`config.mk`:
```
export PLATFORM = sky130hd
export DESIGN_NAME = latency_credit_ctrl_flat
export DESIGN_NICKNAME = d
export VERILOG_FILES = /design/src/rtl/latency_ctrl_pkg.sv /design/src/rtl/latency_credit_ctrl_if.sv /design/src/rtl/lcc_ret_fifo.sv /design/src/rtl/latency_credit_ctrl.sv /design/src/flat_wrapper.sv
export SDC_FILE = /design/constraint.sdc
export NUM_CORES = 1
export LEC_CHECK = 0
export CORE_MARGIN = 2
export CORE_UTILIZATION = 54
export CTS_CLUSTER_DIAMETER = 120
export DETAILED_ROUTE_END_ITERATION = 8
export PLACE_DENSITY = 0.84
export SLEW_MARGIN = 20
export SYNTH_ARGS = -nofsm -noshare
export SYNTH_HDL_FRONTEND = slang
export SYNTH_SLANG_ARGS = --single-unit
```
`constraint.sdc`:
```
create_clock -name clk -period 3.78 [get_ports clk]
set_clock_uncertainty 0.1 [all_clocks]
set_input_delay 0.756 -clock clk [delete_from_list [all_inputs] [get_ports clk]]
set_output_delay 0.756 -clock clk [all_outputs]
set_load 0.005 [all_outputs]
```
`src/rtl/latency_ctrl_pkg.sv`:
```
// latency_ctrl_pkg: shared helpers for the latency/credit controller slice.
//   clog2  - ceil(log2(v)), usable in constant expressions
//   cw_of  - width of a counter holding 0..depth (credit, FIFO fill)
//   aw_of  - width of a pointer indexing 0..depth-1 (at least 1 bit)
//   cr_op_e - credit counter operation selected each cycle
package latency_ctrl_pkg;

  function automatic int clog2(input int v);
    int r;
    r = 0;
    for (int i = 0; i < 31; i++)
      if ((1 << i) < v) r = i + 1;
    return r;
  endfunction

  function automatic int cw_of(input int depth);
    return clog2(depth + 1);
  endfunction

  // A depth-1 FIFO still needs a 1-bit pointer to keep the vectors legal.
  function automatic int aw_of(input int depth);
    return (depth <= 1) ? 1 : clog2(depth);
  endfunction

  localparam int LAT_DEF   = 2;
  localparam int DSIZE_DEF = 8;
  localparam int DEPTH_DEF = 4;
  localparam int CW_DEF    = cw_of(DEPTH_DEF);
  localparam int AW_DEF    = aw_of(DEPTH_DEF);

  typedef enum logic [1:0] {
    CR_HOLD = 2'd0,
    CR_DEC  = 2'd1,
    CR_INC  = 2'd2
  } cr_op_e;

endpackage

```
`src/rtl/latency_credit_ctrl_if.sv`:
```
// latency_credit_ctrl_if: bundles every handshake/bus signal of the controller.
//   producer side : in_valid, in_ready, in_data
//   datapath side : issue_valid, issue_data, res_valid, res_data
//   consumer side : out_valid, out_ready, out_data
//   status        : credit (free credits), ovf (sticky return overflow)
// modport slave  - the controller itself
// modport master - the surrounding environment (producer, datapath, consumer)
interface latency_credit_ctrl_if
  import latency_ctrl_pkg::*;
#(
  parameter int DSIZE = DSIZE_DEF,
  parameter int DEPTH = DEPTH_DEF
);
  localparam int CW = cw_of(DEPTH);

  logic             in_valid;
  logic             in_ready;
  logic [DSIZE-1:0] in_data;
  logic             issue_valid;
  logic [DSIZE-1:0] issue_data;
  logic             res_valid;
  logic [DSIZE-1:0] res_data;
  logic             out_valid;
  logic             out_ready;
  logic [DSIZE-1:0] out_data;
  logic [CW-1:0]    credit;
  logic             ovf;

  modport slave (
    input  in_valid, in_data, res_valid, res_data, out_ready,
    output in_ready, issue_valid, issue_data, out_valid, out_data, credit, ovf
  );

  modport master (
    output in_valid, in_data, res_valid, res_data, out_ready,
    input  in_ready, issue_valid, issue_data, out_valid, out_data, credit, ovf
  );
endinterface

```
`src/rtl/lcc_ret_fifo.sv`:
```
// lcc_ret_fifo: synchronous first-word-fall-through FIFO, DEPTH x DSIZE.
//   clk, rst        - clock, synchronous active-high reset (clears pointers)
//   wr_en, wr_data  - write request; dropped when full unless a read frees a slot
//   rd_en           - pop the head; ignored when empty
//   rd_data         - current head (valid whenever !empty)
//   empty, full     - occupancy flags
// Pointers wrap modulo DEPTH, so DEPTH need not be a power of two.
module lcc_ret_fifo
  import latency_ctrl_pkg::*;
#(
  parameter int DSIZE = DSIZE_DEF,
  parameter int DEPTH = DEPTH_DEF
) (
  input  logic             clk,
  input  logic             rst,
  input  logic             wr_en,
  input  logic [DSIZE-1:0] wr_data,
  input  logic             rd_en,
  output logic [DSIZE-1:0] rd_data,
  output logic             empty,
  output logic             full
);
  localparam int AW = aw_of(DEPTH);
  localparam int CW = cw_of(DEPTH);

  logic [DSIZE-1:0] mem_q [DEPTH];
  logic [AW-1:0]    rd_ptr_q, wr_ptr_q;
  logic [CW-1:0]    cnt_q;
  logic             do_rd, do_wr;

  function automatic logic [AW-1:0] ptr_inc(input logic [AW-1:0] p);
    return (p == AW'(DEPTH - 1)) ? '0 : p + AW'(1);
  endfunction

  assign empty   = (cnt_q == '0);
  assign full    = (cnt_q == CW'(DEPTH));
  assign rd_data = mem_q[rd_ptr_q];
  assign do_rd   = rd_en && !empty;
  // A same-cycle read frees the slot, so a full FIFO can still take a write.
  assign do_wr   = wr_en && (!full || do_rd);

  always_ff @(posedge clk) begin
    if (rst) begin
      rd_ptr_q <= '0;
      wr_ptr_q <= '0;
      cnt_q    <= '0;
    end else begin
      if (do_wr) wr_ptr_q <= ptr_inc(wr_ptr_q);
      if (do_rd) rd_ptr_q <= ptr_inc(rd_ptr_q);
      case ({do_wr, do_rd})
        2'b10:   cnt_q <= cnt_q + CW'(1);
        2'b01:   cnt_q <= cnt_q - CW'(1);
        default: cnt_q <= cnt_q;
      endcase
    end
  end

  // Storage carries no reset; only the pointers define what is valid.
  always_ff @(posedge clk) begin
    if (do_wr) mem_q[wr_ptr_q] <= wr_data;
  end

endmodule

```
`src/rtl/latency_credit_ctrl.sv`:
```
// latency_credit_ctrl: credit-based flow control in front of a fixed-latency,
// non-stallable datapath. An item is only issued when a return FIFO slot is
// reserved for it, so results LAT cycles later can always be captured.
//   clk, rst  - clock, synchronous active-high reset
//   bus       - latency_credit_ctrl_if.slave: producer handshake, datapath
//               issue/result, consumer handshake, credit count, ovf flag
//   lat_err   - (LATENCY_CREDIT_CTRL_CHECK_EN only) sticky: a result arrived
//               on a cycle that does not match an issue LAT cycles earlier
// Optional feature macro: LATENCY_CREDIT_CTRL_CHECK_EN.
module latency_credit_ctrl
  import latency_ctrl_pkg::*;
#(
  parameter int LAT   = LAT_DEF,
  parameter int DSIZE = DSIZE_DEF,
  parameter int DEPTH = DEPTH_DEF
) (
  input  logic clk,
  input  logic rst,
  latency_credit_ctrl_if.slave bus
`ifdef LATENCY_CREDIT_CTRL_CHECK_EN
  ,
  output logic lat_err
`endif
);
  localparam int CW = cw_of(DEPTH);

  logic [CW-1:0] credit_q, credit_d;
  logic          ovf_q;
  cr_op_e        cr_op;
  logic          accept, pop, res_wr;
  logic          fifo_empty, fifo_full;

  // in_ready depends only on the registered credit, never on out_ready.
  assign bus.in_ready    = (credit_q != '0) && !rst;
  assign accept          = bus.in_valid && bus.in_ready;
  assign bus.issue_valid = accept;
  assign bus.issue_data  = bus.in_data;

  assign bus.out_valid   = !fifo_empty;
  assign pop             = bus.out_valid && bus.out_ready;
  assign res_wr          = bus.res_valid && !rst;

  assign bus.credit      = credit_q;
  assign bus.ovf         = ovf_q;

  lcc_ret_fifo #(
    .DSIZE (DSIZE),
    .DEPTH (DEPTH)
  ) u_ret_fifo (
    .clk     (clk),
    .rst     (rst),
    .wr_en   (res_wr),
    .wr_data (bus.res_data),
    .rd_en   (pop),
    .rd_data (bus.out_data),
    .empty   (fifo_empty),
    .full    (fifo_full)
  );

  // Accept and pop in the same cycle cancel; saturation guards keep the
  // counter inside 0..DEPTH even if a misbehaving datapath over-fills.
  always_comb begin
    cr_op = CR_HOLD;
    if (accept && !pop)      cr_op = CR_DEC;
    else if (pop && !accept) cr_op = CR_INC;

    credit_d = credit_q;
    case (cr_op)
      CR_DEC:  if (credit_q != '0)           credit_d = credit_q - CW'(1);
      CR_INC:  if (credit_q != CW'(DEPTH))   credit_d = credit_q + CW'(1);
      default: credit_d = credit_q;
    endcase
  end

  always_ff @(posedge clk) begin
    if (rst) begin
      credit_q <= CW'(DEPTH);
      ovf_q    <= 1'b0;
    end else begin
      credit_q <= credit_d;
      // The FIFO itself drops the word; here we only remember it happened.
      if (res_wr && fifo_full && !pop) ovf_q <= 1'b1;
    end
  end

`ifdef LATENCY_CREDIT_CTRL_CHECK_EN
  logic exp_v;
  logic lat_err_q;

  if (LAT == 0) begin : g_exp_lat0
    assign exp_v = accept;
  end else begin : g_exp_shift
    // Delay line of issue pulses: bit LAT-1 is the issue from LAT cycles ago.
    logic [LAT-1:0] exp_q;
    always_ff @(posedge clk) begin
      if (rst) exp_q <= '0;
      else     exp_q <= (exp_q << 1) | LAT'(accept);
    end
    assign exp_v = exp_q[LAT-1];
  end

  always_ff @(posedge clk) begin
    if (rst)                        lat_err_q <= 1'b0;
    else if (bus.res_valid != exp_v) lat_err_q <= 1'b1;
  end

  assign lat_err = lat_err_q;
`endif

endmodule

```
`src/flat_wrapper.sv`:
```
// flat-port wrapper written by rule: the top's interface ports become plain ports
module latency_credit_ctrl_flat import latency_ctrl_pkg::*;
#(
  parameter int LAT   = LAT_DEF,
  parameter int DSIZE = DSIZE_DEF,
  parameter int DEPTH = DEPTH_DEF
)
  (clk, rst, bus_in_valid, bus_in_data, bus_res_valid, bus_res_data, bus_out_ready, bus_in_ready, bus_issue_valid, bus_issue_data, bus_out_valid, bus_out_data, bus_credit, bus_ovf);
  latency_credit_ctrl_if #(.DSIZE(DSIZE), .DEPTH(DEPTH)) bus_i ();
  input  logic clk;
  input  logic rst;
  input wire logic [$bits(bus_i.in_valid)-1:0] bus_in_valid;
  input wire logic [$bits(bus_i.in_data)-1:0] bus_in_data;
  input wire logic [$bits(bus_i.res_valid)-1:0] bus_res_valid;
  input wire logic [$bits(bus_i.res_data)-1:0] bus_res_data;
  input wire logic [$bits(bus_i.out_ready)-1:0] bus_out_ready;
  output wire logic [$bits(bus_i.in_ready)-1:0] bus_in_ready;
  output wire logic [$bits(bus_i.issue_valid)-1:0] bus_issue_valid;
  output wire logic [$bits(bus_i.issue_data)-1:0] bus_issue_data;
  output wire logic [$bits(bus_i.out_valid)-1:0] bus_out_valid;
  output wire logic [$bits(bus_i.out_data)-1:0] bus_out_data;
  output wire logic [$bits(bus_i.credit)-1:0] bus_credit;
  output wire logic [$bits(bus_i.ovf)-1:0] bus_ovf;
  assign bus_i.in_valid = bus_in_valid;
  assign bus_i.in_data = bus_in_data;
  assign bus_i.res_valid = bus_res_valid;
  assign bus_i.res_data = bus_res_data;
  assign bus_i.out_ready = bus_out_ready;
  assign bus_in_ready = bus_i.in_ready;
  assign bus_issue_valid = bus_i.issue_valid;
  assign bus_issue_data = bus_i.issue_data;
  assign bus_out_valid = bus_i.out_valid;
  assign bus_out_data = bus_i.out_data;
  assign bus_credit = bus_i.credit;
  assign bus_ovf = bus_i.ovf;
  latency_credit_ctrl #(.LAT(LAT), .DSIZE(DSIZE), .DEPTH(DEPTH)) u_core (.clk(clk), .rst(rst), .bus(bus_i));
endmodule
```
# Word level (Yosys, flattened, before mapping)
# Memories as Yosys holds them, arrays and structs flattened. A register that Yosys moved wholly into a read port is not among the register bits.
# Cells that the tools add are included.
word_totals:
  regBits: 11
  word_cells: 55
  latchBits: 0
  output_inout_bits: 23
  mem_bits_rw: 32
  mem_count: 1
  romBits: 0
memory_table:
  columns: ["memory", "words", "word_bits", "read_ports", "rd_ports_with_merged_regs", "wr", "line", "rtl"]
  rows:
  - ["u_core.u_ret_fifo.mem_q", 4, 8, 1, 1, 1, "lcc_ret_fifo.sv:26", "logic [DSIZE-1:0] mem_q [DEPTH];"]
op_classes:
  order_cmp: 0
  addsub: 6
  mul: 0
  n_mux: 12
  eq_ne: 10
  div_mod_pow: 0
  shifts: 0
  n_bitwise: 0
  reduce_logical: 21
op_table:
  columns: ["operator", "count"]
  rows:
  - ["$mux W2", 6]
  - ["$pmux W3 S2", 2]
  - ["$logic_and A1 B1 Y1", 10]
  - ["$eq A2 B2 Y1 const B", 4]
  - ["$add A3 B1 Y3 const B", 2]
  - ["$mux W3", 2]
  - ["$sub A3 B1 Y3 const B", 2]
  - ["$logic_not A1 Y1", 5]
  - ["$add A2 B1 Y2 const B", 2]
  - ["$eq A2 B1 Y1 const B", 2]
  - ["$ne A2 B1 Y1 const B", 2]
  - ["$reduce_bool A2 Y1", 2]
  - ["$eq A3 B3 Y1 const B", 1]
  - ["$logic_not A3 Y1", 1]
  - ["$ne A3 B3 Y1 const B", 1]
  - ["$reduce_and A3 Y1", 1]
  - ["$reduce_bool A3 Y1", 1]
  - ["$mux W1", 2]
  - ["$logic_or A1 B1 Y1", 1]

# Depth between registers and ports, before layout
# Gate-level depths: netlist of run 1.
depth:
  ltp_word: 10
  depth_mapped: 7

# Hierarchy
# A second synthesis of run 1 with hierarchy kept.
unflattened:
  hier_cells: 153
  hier_area_um2: 2100.8
by_module_without_submodules:
  columns: ["mod", "seq_area_each_um2", "cells_per_inst", "instances", "area_each_um2"]
  rows:
  - ["lcc_ret_fifo", 1141.1, 108, 1, 1740.4]
  - ["latency_credit_ctrl", 80.1, 45, 1, 360.3]

# Worst setup path after synthesis of run 1
# No wires, ideal clock.
synth_path:
  path_kind: "input to register"
  from: "input port bus_out_ready"
  to: "register u_core.u_ret_fifo.cnt_q[2]"
  required_ns: 3.557
  setup_time_ns: 0.123
  n_path_buf: 1
  setup_slack_ns: 1.520
  path_stages: 7
  arrival_ns: 2.036
  cell_sequence: "o31ai_2 buf_4 a21oi_1 fa_1 nor3_1 a31oi_1 mux2_1"
synth_via:
  elab_chain_len: 6
synth_lines:
  columns: ["element", "line", "rtl"]
  rows:
  - ["start, declared", "flat_wrapper.sv:16", "input wire logic [$bits(bus_i.out_ready)-1:0] bus_out_ready;"]
  - ["$logic_and A1 B1 Y1 *", "latency_credit_ctrl.sv:40", "assign pop = bus.out_valid && bus.out_ready;"]
  - ["$logic_and A1 B1 Y1 *", "lcc_ret_fifo.sv:38", "assign do_rd = rd_en && !empty;"]
  - ["$logic_or A1 B1 Y1", "lcc_ret_fifo.sv:40", "assign do_wr = wr_en && (!full || do_rd);"]
  - ["$logic_and A1 B1 Y1", "lcc_ret_fifo.sv:40", null]
  - ["$eq A2 B1 Y1 or $eq A2 B2 Y1 (tied branches)", "lcc_ret_fifo.sv:50", "case ({do_wr, do_rd})"]
  - ["$pmux W3 S2 or $reduce_bool A2 Y1 (tied branches)", null, null]
  - ["end signal, assigned", "lcc_ret_fifo.sv:51", "2'b10: cnt_q <= cnt_q + CW'(1);"]
  - ["end signal, assigned", "lcc_ret_fifo.sv:52", "2'b01: cnt_q <= cnt_q - CW'(1);"]
  - ["end signal, assigned", "lcc_ret_fifo.sv:53", "default: cnt_q <= cnt_q;"]
  - ["end, declared", "lcc_ret_fifo.sv:28", "logic [CW-1:0] cnt_q;"]
# Mark *: on every way between the ends. The rest lies on a longest branch, timed or not.
# A chain may end at the register's enable or synchronous reset.

# Worst setup path in the final report of run 1
layout_path:
  from: "input port bus_in_valid"
  to: "output port bus_issue_valid"
layout_via:
  elab_chain_len: 1
layout_lines:
  columns: ["element", "line", "rtl"]
  rows:
  - ["start, declared", "flat_wrapper.sv:12", "input wire logic [$bits(bus_i.in_valid)-1:0] bus_in_valid;"]
  - ["$logic_and A1 B1 Y1", "latency_credit_ctrl.sv:35", "assign accept = bus.in_valid && bus.in_ready;"]
  - ["end, declared", "flat_wrapper.sv:18", "output wire logic [$bits(bus_i.issue_valid)-1:0] bus_issue_valid;"]
# No other way between the ends.

==> out/metrics.cfg, run 1 <==
[outcome]
status = finished clean

[synth]
synth.lib_cells_used.distinct = 39
async_flop_share = 0
synth_compound_gate_area_share = 0.07435
synth_area_sq_um = 2019
syn_avg_cell_area_sq_um = 14.42
main_combinational_cell_family_by_area_after_synthesis = simple AND/OR/NAND/NOR gates
synth_fp_nets = 168
yosys.area_share.simple = 0.1090
synthesis.instances = 140
synth-edff-count = 32
seq_area_frac_synth = 0.6047
synth_adder_area_share = 0.05081
yosys_most_used_dff = sky130_fd_sc_hd__edfxtp_1
warnings_synthesis = 0
synth_seq_cells = 45
post_synth_mux_area_share = 0.09975
synth_xor_area_frac = 0.008674

[clocking]
cts.clk_slew.worst_paths_ns = 0.08
clock_tree.buffer_depth = 2
ctsRootBufferMaster = sky130_fd_sc_hd__clkbuf_8
tritoncts_num_sinks = 45
clock_insertion_delay_worst_skew_ns = 0.29
post_cts_resize_count = 0
tritoncts = built
cts_max_level = 2
post_cts.repair.setup_buffers = 0
cts_hold_buffers = 0
cts-buffers-inserted = 5

[timing]
timing.final.max_slew_violations = 0
hold_ws_ns = 0.3897
max_freq_mhz = 325.5
setup-tns-final_ns = 0
timing_hold_violations_final = 0
final_period_minus_worst_setup_slack_ns = 3.072
timing.slew.headroom = 0.4110
tightest_slew_ns = 0.8782
setup_repair_after_global_routing_missed_its_margin = no
final_min_period_over_clock_period = 0.8127
finalSetupViolCount = 0

[routing]
drt_iter0_drc = 63
remaining_drc_errors = 0
routedWlPerCell_um = 16.33
finalWirelength_mm = 3.445
route.vias.total = 1211
vias_per_cell = 5.739
number_of_detailed_routing_iterations_run_before_antenna_repair = 4
antenna_violating_nets_post_route = 0

[finish]
final_design_area_no_fill_sq_um = 2347
final_cell_mix = 32 x sky130_fd_sc_hd__edfxtp_1, 27 x sky130_fd_sc_hd__clkdlybuf4s50_1, 13 x sky130_fd_sc_hd__dfxtp_1
area_growth_pct = 16.23
layout.nets = 190
final_common_cell = sky130_fd_sc_hd__edfxtp_1
fraction_of_final_layout_cells_with_drive_strength_greater_than_1 = 0.1227
ff_latch_area_sq_um = 1221
multiInputGateArea_sq_um = 691.9
antenna-diode-count = 0
num-fill-cells = 286

[min_path]
hold_path.startpoint = u_core.u_ret_fifo.rd_ptr_q[1]$_SDFFE_PP0N_
hold-path-cell-count = 2
hold_path_end = u_core.u_ret_fifo.rd_ptr_q[1]$_SDFFE_PP0N_
timing.hold.worst.class = reg2reg

[worst_setup_path]
reg2reg_from = u_core.u_ret_fifo.cnt_q[0]$_SDFFE_PP0P_
cells_traversed_along_the_worst_timing_path = clkdlybuf4s50_1 -> inv_1 -> nor3_1 -> clkdlybuf4s50_1
timing.critical_path.buf_inv = 3
timing.critical_path.required_ns = 2.92
max_stage_delay_ns = 0.56
critical_path.startpoint_type = input port
worst_path_most_repeated_cell = sky130_fd_sc_hd__clkdlybuf4s50_1
critical_path.max_fanout = 7
critical_path.slowest_cell = sky130_fd_sc_hd__clkdlybuf4s50_1
worstPathArrival_ns = 2.22
r2r-end = u_core.u_ret_fifo.cnt_q[2]$_SDFFE_PP0P_
reg2reg_slack_ns = 1.13
cp-end-kind = output port
worstRegToRegCells = 6
crit_path_max_delay_family = buffers and inverters
crit_type = in2out

[power]
vdd_drop_max_uv = 257.0
swShare = 0.2797
static-leakage-power_nw = 0.8058
combPwrFrac = 0.242
share_seq_of_total_power = 0.528
clock_share_of_power = 0.231
power.switching_mw = 0.3322
intPower_mw = 0.8556
power-per-cell-area_nw_per_um2 = 506.0

[grt]
grt_start_max_net_pins = 14
global_route.overflow_total = 0
gr-usage-all-layers = 0.1854
grt_pass1_vias = 1237
global_route_wire_length_before_repair_mm = 5.768
antenna_found_initial = 0

[die]
io_pins = 44
floorplan.die.height_um = 65.16
site_row_count = 22
die_width_um = 65.16
core_area_sq_um = 3633
effective_utilization_at_floorplan = 0.5558
fp.dieArea_sq_um = 4245

[placement]
io_buffers = 27
gpl.final_weighted_congestion = 0.7466
detailedPlacementHpwl_mm = 2.424
placed_cell_area_sq_um = 2266

[job]
max_cap_violations = 0

==> power by group through the flow <==
stage / registers, mW / clock network [mW] / logic, mW
floorplan: 0.615 / 0 / 0.193
global placement: 0.634 / 0 / 0.271
detailed placement: 0.637 / 0 / 0.284
CTS: 0.627 / 0.283 / 0.287
global route: 0.635 / 0.296 / 0.312
finish: 0.627 / 0.274 / 0.287
==> state kept, by name (all words and copies together) (netlist names), named ones only <==
name,flops
u_core.u_ret_fifo.rd_ptr_q,2
u_core.bus.ovf,1
u_core.u_ret_fifo.cnt_q,3
u_core.u_ret_fifo.wr_ptr_q,2
u_core.bus.credit,3
u_core.u_ret_fifo.mem_q,32
==> worst register-to-register path, stage by stage (launching register included) <==
cell and delay [ns]:
sky130_fd_sc_hd__dfxtp_1 0.42, sky130_fd_sc_hd__o31ai_2 0.81, sky130_fd_sc_hd__a21oi_1 0.15, sky130_fd_sc_hd__fa_1 0.48
sky130_fd_sc_hd__nor3_1 0.19, sky130_fd_sc_hd__a31oi_1 0.07, sky130_fd_sc_hd__mux2_1 0.34
==> logic make-up after synthesis <==
logic type | Yosys count
compound gates | 21
xor+xnor | 2
fa+ha+maj | 7
buf+inv | 17
flops | 45
mux | 10
simple gates | 38
==> through the flow <==
stage          worst slack (ns)  power [mW]  utilization  cells
4_1_cts                  0.7072       1.197       0.6460    211
6_report                 0.7081       1.188       0.6460    211
5_1_grt                  0.5395       1.243       0.6460    211
2_1_floorplan             1.520      0.8083            -    140
3_3_place_gp             0.7494      0.9052       0.6236    203
3_5_place_dp             0.6441      0.9212       0.6236    203
==> per-layer routing <==
layer / GRT usage / up-vias / part of all wire
li1: - / 566 / -
met1: 0.2049 / 578 / 0.38
met2: 0.3196 / 49 / 0.51
met3: 0.05651 / 18 / 0.074
met4: 0.1016 / 0 / 0.034
met5: 0 / - / 0
==> synth_stat cells (2+ instances only) <==
cell type | n | share of area
sky130_fd_sc_hd__edfxtp_1 | 32 | 0.48
sky130_fd_sc_hd__dfxtp_1 | 13 | 0.13
sky130_fd_sc_hd__nor2_1 | 10 | 0.019
sky130_fd_sc_hd__buf_4 | 9 | 0.033
sky130_fd_sc_hd__mux4_2 | 8 | 0.089
sky130_fd_sc_hd__a21oi_1 | 6 | 0.015
sky130_fd_sc_hd__nand2_1 | 6 | 0.011
sky130_fd_sc_hd__nor3_1 | 6 | 0.015
sky130_fd_sc_hd__ha_1 | 5 | 0.031
sky130_fd_sc_hd__and2_1 | 4 | 0.012
sky130_fd_sc_hd__inv_1 | 4 | 0.0074
sky130_fd_sc_hd__nand3_1 | 4 | 0.0099
sky130_fd_sc_hd__a31oi_1 | 2 | 0.0062
sky130_fd_sc_hd__fa_1 | 2 | 0.020
sky130_fd_sc_hd__o21ai_0 | 2 | 0.0050
sky130_fd_sc_hd__o31ai_1 | 2 | 0.0074
sky130_fd_sc_hd__or3_1 | 2 | 0.0062
sky130_fd_sc_hd__xnor2_1 | 2 | 0.0087
==> worst max-delay path by stage <==
stage | startpoint | to | cells after the start
global placement | rst | u_core.u_ret_fifo.cnt_q[2]$_SDFFE_PP0P_ | 8
finish | bus_in_valid | bus_issue_valid | 4
global route | bus_in_valid | bus_issue_valid | 4
detailed placement | rst | u_core.u_ret_fifo.cnt_q[2]$_SDFFE_PP0P_ | 8
floorplan | bus_out_ready | u_core.u_ret_fifo.cnt_q[2]$_SDFFE_PP0P_ | 7
CTS | bus_in_valid | bus_issue_valid | 4
==> area by class of cell <==
cell class / instances / area share
clock buffer: 5 / 0.02932
clock inverter: 3 / 0.005330
inverter: 4 / 0.006397
multi-input combinational: 78 / 0.2948
sequential: 45 / 0.5203
tap: 48 / 0.02559
timing repair buffer: 28 / 0.1183
No activity file was read; power rests on OpenSTA's default activity.
==> inputs of run 2 (changes only) <==
Settings changed: CORE_UTILIZATION 54 to 45, PLACE_DENSITY 0.84 to 0.75.
Clock period 3.78 ns to 2.81 ns, I/O delays scaled along.
==> out/metrics.cfg, run 2 (synthesis results as in run 1) <==
[finish]
largest_register_ffs = 32
final_common_cell = sky130_fd_sc_hd__edfxtp_1
layout.nets = 195
registers.top_by_ff_count = u_core.u_ret_fifo.mem_q
final_design_area_no_fill_sq_um = 2400
final_cell_mix = 32 x sky130_fd_sc_hd__edfxtp_1, 27 x sky130_fd_sc_hd__clkdlybuf4s50_1, 13 x sky130_fd_sc_hd__dfxtp_1
fraction_of_final_layout_cells_with_drive_strength_greater_than_1 = 0.1607
antenna-diode-count = 0
area_growth_pct = 18.84

[grt]
gr-usage-all-layers = 0.1505
antenna_found_initial = 0
grt_start_max_net_pins = 15
global_route_wire_length_before_repair_mm = 5.844
global_route.overflow_total = 0
grt_pass1_vias = 1266

[worst_setup_path]
timing.critical_path.buf_inv = 3
cp-end-kind = output port
critical_path.slowest_cell = sky130_fd_sc_hd__clkdlybuf4s50_1
timing.critical_path.required_ns = 2.15
crit_path_max_delay_family = buffers and inverters
worst_path_most_repeated_cell = sky130_fd_sc_hd__clkdlybuf4s50_1
cells_traversed_along_the_worst_timing_path = clkdlybuf4s50_1 -> inv_1 -> nor3_2 -> clkdlybuf4s50_1
worstPathArrival_ns = 1.99
critical_path.max_fanout = 7
r2r-end = u_core.bus.credit[2]$_SDFFE_PP1P_
worstRegToRegCells = 7
critical_path.startpoint_type = input port
reg2reg_from = u_core.bus.credit[0]$_SDFFE_PP0P_
max_stage_delay_ns = 0.55
reg2reg_slack_ns = 0.66
crit_type = in2out

[timing]
finalSetupViolCount = 0
setup_repair_after_global_routing_missed_its_margin = no
timing.final.max_slew_violations = 0
final_min_period_over_clock_period = 0.9450
timing_hold_violations_final = 0
timing.slew.headroom = 0.7166
tightest_slew_ns = 0.4251
final_period_minus_worst_setup_slack_ns = 2.655
setup-tns-final_ns = 0
max_freq_mhz = 376.6

[power]
design_power_total_mw = 1.618
power-per-cell-area_nw_per_um2 = 674.2
vdd_drop_max_uv = 293.6
static-leakage-power_nw = 0.8340

[min_path]
timing.hold.worst.class = reg2reg
hold_path.startpoint = u_core.u_ret_fifo.rd_ptr_q[1]$_SDFFE_PP0N_
hold-path-cell-count = 2

[die]
site_row_count = 24
floorplan.die.height_um = 70.99
die_width_um = 70.99
effective_utilization_at_floorplan = 0.4670
io_pins = 44
fp.dieArea_sq_um = 5040
core_area_sq_um = 4324

[clocking]
ctsRootBufferMaster = sky130_fd_sc_hd__clkbuf_8
cts.clk_slew.worst_paths_ns = 0.08
cts_max_level = 2
clock_tree.buffer_depth = 2
tritoncts_num_sinks = 45
clock_insertion_delay_worst_skew_ns = 0.29
tritoncts = built
cts-buffers-inserted = 5

[routing]
number_of_detailed_routing_iterations_run_before_antenna_repair = 4
drt_iter0_drc = 77
remaining_drc_errors = 0
antenna_violating_nets_post_route = 0
finalWirelength_mm = 3.462
routedWlPerCell_um = 15.74
route.vias.total = 1195
vias_per_cell = 5.432

[job]
max_cap_violations = 0

[placement]
gpl.final_weighted_congestion = 0.8238
placed_cell_area_sq_um = 2308
detailedPlacementHpwl_mm = 2.537
io_buffers = 27

[outcome]
status = finished clean

## run 2: worst max path at each step
stage	startpoint	to	slack, ns	cells past startpoint
finish	bus_in_valid	bus_issue_valid	0.15	4
global route	bus_in_valid	bus_issue_valid	0.03	4
CTS	bus_in_valid	bus_issue_valid	0.11	4
detailed placement	bus_in_valid	u_core.bus.credit[2]$_SDFFE_PP1P_	0.10	8
global placement	bus_in_valid	bus_issue_valid	0.18	4
floorplan	u_core.u_ret_fifo.cnt_q[0]$_SDFFE_PP0P_	u_core.u_ret_fifo.cnt_q[2]$_SDFFE_PP0P_	0.68	7
## run 2: cell type report
| cell class | count | area, sq um |
|---|---|---|
| Timing Repair Buffer | 33 | 315.3 |
| Sequential cell | 45 | 1221 |
| Inverter | 4 | 15.01 |
| Multi-Input combinational cell | 78 | 696.9 |
| Clock inverter | 3 | 17.52 |
| Fill cell | 356 | 1924 |
| Tap cell | 52 | 65.06 |
| Clock buffer | 5 | 68.82 |
## run 2: per-stage QoR
| step | util | std cells | worst slack [ns] | hold slack [ns] |
|---|---|---|---|---|
| detailed placement | 0.5339 | 212 | 0.1018 | 0.3817 |
| global placement | 0.5339 | 212 | 0.1772 | 0.3585 |
| finish | 0.5550 | 220 | 0.1546 | 0.3935 |
| global route | 0.5550 | 220 | 0.03096 | 0.4485 |
| floorplan | - | 140 | 0.6838 | 0.3541 |
| CTS | 0.5538 | 220 | 0.1089 | 0.4024 |
## run 2: power breakdown
part | leakage (nW) | internal (mW) | switching (mW)
sequential | 0.397 | 0.763 | 0.0657
clock | 0.0455 | 0.172 | 0.208
combinational | 0.391 | 0.234 | 0.175
## run 2: per-layer routing
metal	share of wire	track usage	wire length (um)	vias up
met1	0.41	0.1697	1419	576
li1	-	-	-	571
met3	0.065	0.05556	225	6
met5	0	0	0	-
met2	0.51	0.2617	1765	42
met4	0.015	0.05451	51	0
## run 2: timing repair
action,4_1_cts,5_1_grt
resized for setup,0,1
setup endpoints to repair,0,1
buffers inserted,0,0
hold buffers,0,0
endpoints found under the hold margin,0,0
## run 2: tightest hold or removal path, delay by kind of cell (launching register included)
family	cells	cell delay (ns)
simple gates	1	0.05
compound gates	1	0.07
flops	1	0.32
==> inputs of run 3 (changes only) <==
Settings changed: CAP_MARGIN from default to 20.
==> results of run 3 <==
Same layout as run 2: the final DEF is identical, and so are final timing and power.
